--- config.mk ---
export PLATFORM = sky130hd
export DESIGN_NAME = nand_function_identifier
export DESIGN_NICKNAME = d
export VERILOG_FILES = /design/src/rtl/nand_function_identifier.sv
export SDC_FILE = /design/constraint.sdc
export NUM_CORES = 1
export LEC_CHECK = 0
export ABC_AREA = 1
export CAP_MARGIN = 20
export CORE_MARGIN = 2
export CORE_UTILIZATION = 26
export DETAILED_ROUTE_END_ITERATION = 6
export GPL_TIMING_DRIVEN = 1
export PLACE_DENSITY = 0.42
export SLEW_MARGIN = 15
export SYNTH_ARGS = -nofsm -noshare
export SYNTH_HDL_FRONTEND = slang
export SYNTH_SLANG_ARGS = --single-unit
--- constraint.sdc ---
create_clock -name clk -period 2.1 [get_ports clk]
set_input_delay 0.315 -clock clk [delete_from_list [all_inputs] [get_ports clk]]
set_output_delay 0.315 -clock clk [all_outputs]
set_load 0.005 [all_outputs]
--- src/rtl/nand_function_identifier.sv ---
// Probes a 2-input logic unit with all four operand vectors and decodes the
// captured truth table back to the unit's select code.
module nand_function_identifier #(
    parameter int SETTLE = 2
) (
    input  logic       clk,
    input  logic       rst,
    input  logic       start,
    output logic       probe_a,
    output logic       probe_b,
    input  logic       probe_out,
    output logic       busy,
    output logic       done,
    output logic [3:0] truth_table,
    output logic [2:0] sel_id,
    output logic       match,
    output logic       ambiguous
);

    localparam logic [1:0] IDLE  = 2'd0;
    localparam logic [1:0] PROBE = 2'd1;
    localparam logic [1:0] DONE  = 2'd2;

    localparam logic [3:0] SETTLE_L = 4'(SETTLE);

    logic [1:0] state;
    logic [1:0] k;
    logic [3:0] cnt;
    logic       last_cycle;
    logic [3:0] final_table;
    logic [2:0] dec_sel;
    logic       dec_match;
    logic       dec_amb;

    assign last_cycle = (cnt == SETTLE_L);

    // Decode sees the table as it will be once the final vector lands.
    always_comb begin
        final_table    = truth_table;
        final_table[3] = probe_out;
        dec_sel        = 3'd0;
        dec_match      = 1'b1;
        dec_amb        = 1'b0;
        case (final_table)
            4'b0111: dec_sel = 3'd0;
            4'b1000: dec_sel = 3'd1;
            4'b1110: dec_sel = 3'd2;
            4'b0001: dec_sel = 3'd3;
            4'b0110: dec_sel = 3'd4;
            4'b1001: dec_sel = 3'd5;
            4'b0011: begin
                dec_sel = 3'd6;
                dec_amb = 1'b1;
            end
            default: dec_match = 1'b0;
        endcase
    end

    always_ff @(posedge clk or posedge rst) begin
        if (rst) begin
            state       <= IDLE;
            k           <= '0;
            cnt         <= '0;
            truth_table <= '0;
            sel_id      <= '0;
            match       <= 1'b0;
            ambiguous   <= 1'b0;
        end else begin
            case (state)
                IDLE: begin
                    if (start) begin
                        state <= PROBE;
                        k     <= '0;
                        cnt   <= '0;
                    end
                end
                PROBE: begin
                    if (last_cycle) begin
                        truth_table[k] <= probe_out;
                        cnt            <= '0;
                        k              <= k + 2'd1;
                        if (k == 2'd3) begin
                            state     <= DONE;
                            sel_id    <= dec_sel;
                            match     <= dec_match;
                            ambiguous <= dec_amb;
                        end
                    end else begin
                        cnt <= cnt + 4'd1;
                    end
                end
                DONE:    state <= IDLE;
                default: state <= IDLE;
            endcase
        end
    end

    assign busy    = (state == PROBE);
    assign done    = (state == DONE);
    assign probe_a = busy & k[1];
    assign probe_b = busy & k[0];

endmodule

==> metrics.txt <==
VDD IR max 372 uV; vias in the first global route 756; clock buffer depth 2; DRC 0; CP startpoint kind flop; R2R Setup Slk 0.75 ns; setup violators final 0; Row Count 21; Yosys top cell area share 46.1%; synth unique cells 17; hold buffer count at cts 0; Syn Nets 127; Worst EP required 1.78 ns; filler instances 382; Initial Util 27.5%; largest cells by area after synthesis dfrtp_1 46%, nand2_1 15%, ha_1 8.1%, inv_1 6.5%, nor2_1 5.3%; P&R area growth vs syn 25.2%; Post-Syn Instances about 120; Design Area, Final 1160 um^2; Die W 63.6 um; core box area approximately 3400 um^2; clk sinks 17; pwr/cell area 1230 nW/um^2; CTS tree done; #FFs+latches synth 17; hpwl dp roughly 1400 um; status finished, final reports clean; Final ANT Viol Nets 0; Total GRT Usage about a tenth; DR iter-0 viols 8; worst-skew pair later-pin latency 0.29 ns; CTS resizes 0; Hold Path Class primary input to async pin; FF-to-FF path depth 5; Clock Skew 0.00404 ns; full die area between 4000 and 5000 um^2; Post-synth EDFFs 0; slew of the pin with the lowest slew margin about 0.68 ns; Post-Syn Area per Cell slightly below 8 um^2; H-tree depth 1; pre-CTS setup slack 0.571 ns; max-slew violations 0; commonest cells in the netlist 38 x nand2_1, 17 x dfrtp_1, 16 x inv_1; setup TNS 0 ns; root buffer cell clkbuf_4; Slew headroom 54.4%; final core occ 34.4%; CTS buffer count 3; period utilization between 80% and 90%; final net count roughly 150; RR Endpoint match; setup repair bufs after CTS 0; CTS clk-pin slew, worst paths roughly 0.1 ns; FFs w/ async S/R, synth 100%; remaining global-route overflow 0; PortBufs 16; WL/cell 10.2 um; most numerous cell in the Yosys netlist nand2_1; Pleak 0.597 nW; Mapped Area 923 um^2; fraction of layout cells with a size suffix above 1 between 6 and 7%; CP arrival 1.55 ns; ant diodes 0; worst reg2reg startpoint cnt[0]; fin worst setup slack 0.233 ns; Achievable Freq 536 MHz; drt first pass iters 2; endpoints failing hold 0; RSZ-0062 raised after global routing no; Vias between 700 and 800; main flop type after synthesis dfrtp_1; Critical path origin state[0]; I/O pins 17; crit end category output port; routed wire length roughly 1800 um; Setup CP Type flop to output port; synth warn 0; max cap viols 0; antenna violations before repair 0; peak fanout along the critical path 4; WHS 0.415 ns; Die Y about 64 um; register area share after synthesis 46.1%; vias per std cell ~4; min Tclk post-route 1.87 ns; global-route wire length before repair 3420 um; biggest area consumer among synthesized cells dfrtp_1; RePlAce Congestion 0.733; Post-DP Area 1130 um^2; largest net degree at the start of global routing 18
[power breakdown]
part	total, W	internal [W]	switching (W)
Sequential	0.000608	0.000469	0.000139
Clock	0.000178	0.0000737	0.000104
Combinational	0.000639	0.000336	0.000303
Total	0.00142	0.000878	0.000546
[sequential cells by signal, indices dropped and copies added, names as in the netlist]
signal,cells
cnt,4
truth_table,4
sel_id,3
k,2
state,2
ambiguous,1
match,1
[metrics by stage]
stage               total power (W)  std cells
floorplan                  0.000967        117
global placement            0.00127        178
detailed placement          0.00127        178
CTS                         0.00146        182
global route                0.00160        182
finish                      0.00142        182
[critical path, stage by stage, from the launching register on]
cell and delay [ns]:
dfrtp_1 0.39, inv_2 0.06, nor2_4 0.13, inv_2 0.08, nor2_1 0.09, clkdlybuf4s50_1 0.51
[kinds of logic after synthesis]
family                   count (synthesis)  share of synthesized area (%)
buffers and inverters                   19                           8.54
XOR/XNOR                                 1                          0.949
adder cells (fa/ha/maj)                  6                           8.13
flip-flops                              17                           46.1
AO/OA/AOI/OAI                           14                           8.54
AND/OR/NAND/NOR                         60                           27.8
[cells in the final DEF (no fill, tap or decap), types with 2 or more instances in the layout]
cell type / count
o21ai_0: 6
nor2_1: 13
nor2_4: 2
clkdlybuf4s50_1: 16
clkbuf_4: 3
inv_2: 2
ha_1: 6
nand3_1: 6
o21ai_1: 4
dfrtp_1: 17
nand2_1: 38
inv_1: 16
[final cells by class]
cell class | count | area (um^2) | area share [%]
multi-input combinational | 81 | 419 | 36.3
timing repair buffer | 16 | 160 | 13.9
inverter | 18 | 67.6 | 5.84
sequential | 17 | 425 | 36.8
tap | 46 | 57.6 | 4.98
clock buffer | 4 | 26.3 | 2.27
[metal layers]
layer  up-vias  wire (um)  GRT usage [%]
met4         0         12           3.26
met1       333        999           14.8
met3         2         44           2.14
li1        402          -              -
met5         -          0              0
met2        10        793           16.6
[worst max path at each step]
stage / end / slack (ns)
after detailed placement: match / 0.57
after global routing: probe_a / 0.1
after CTS: probe_a / 0.21
after floorplan: truth_table[0] / 0.93
after global placement: match / 0.56
final: probe_a / 0.23
Note: power is estimated with default switching activity, not from simulation.
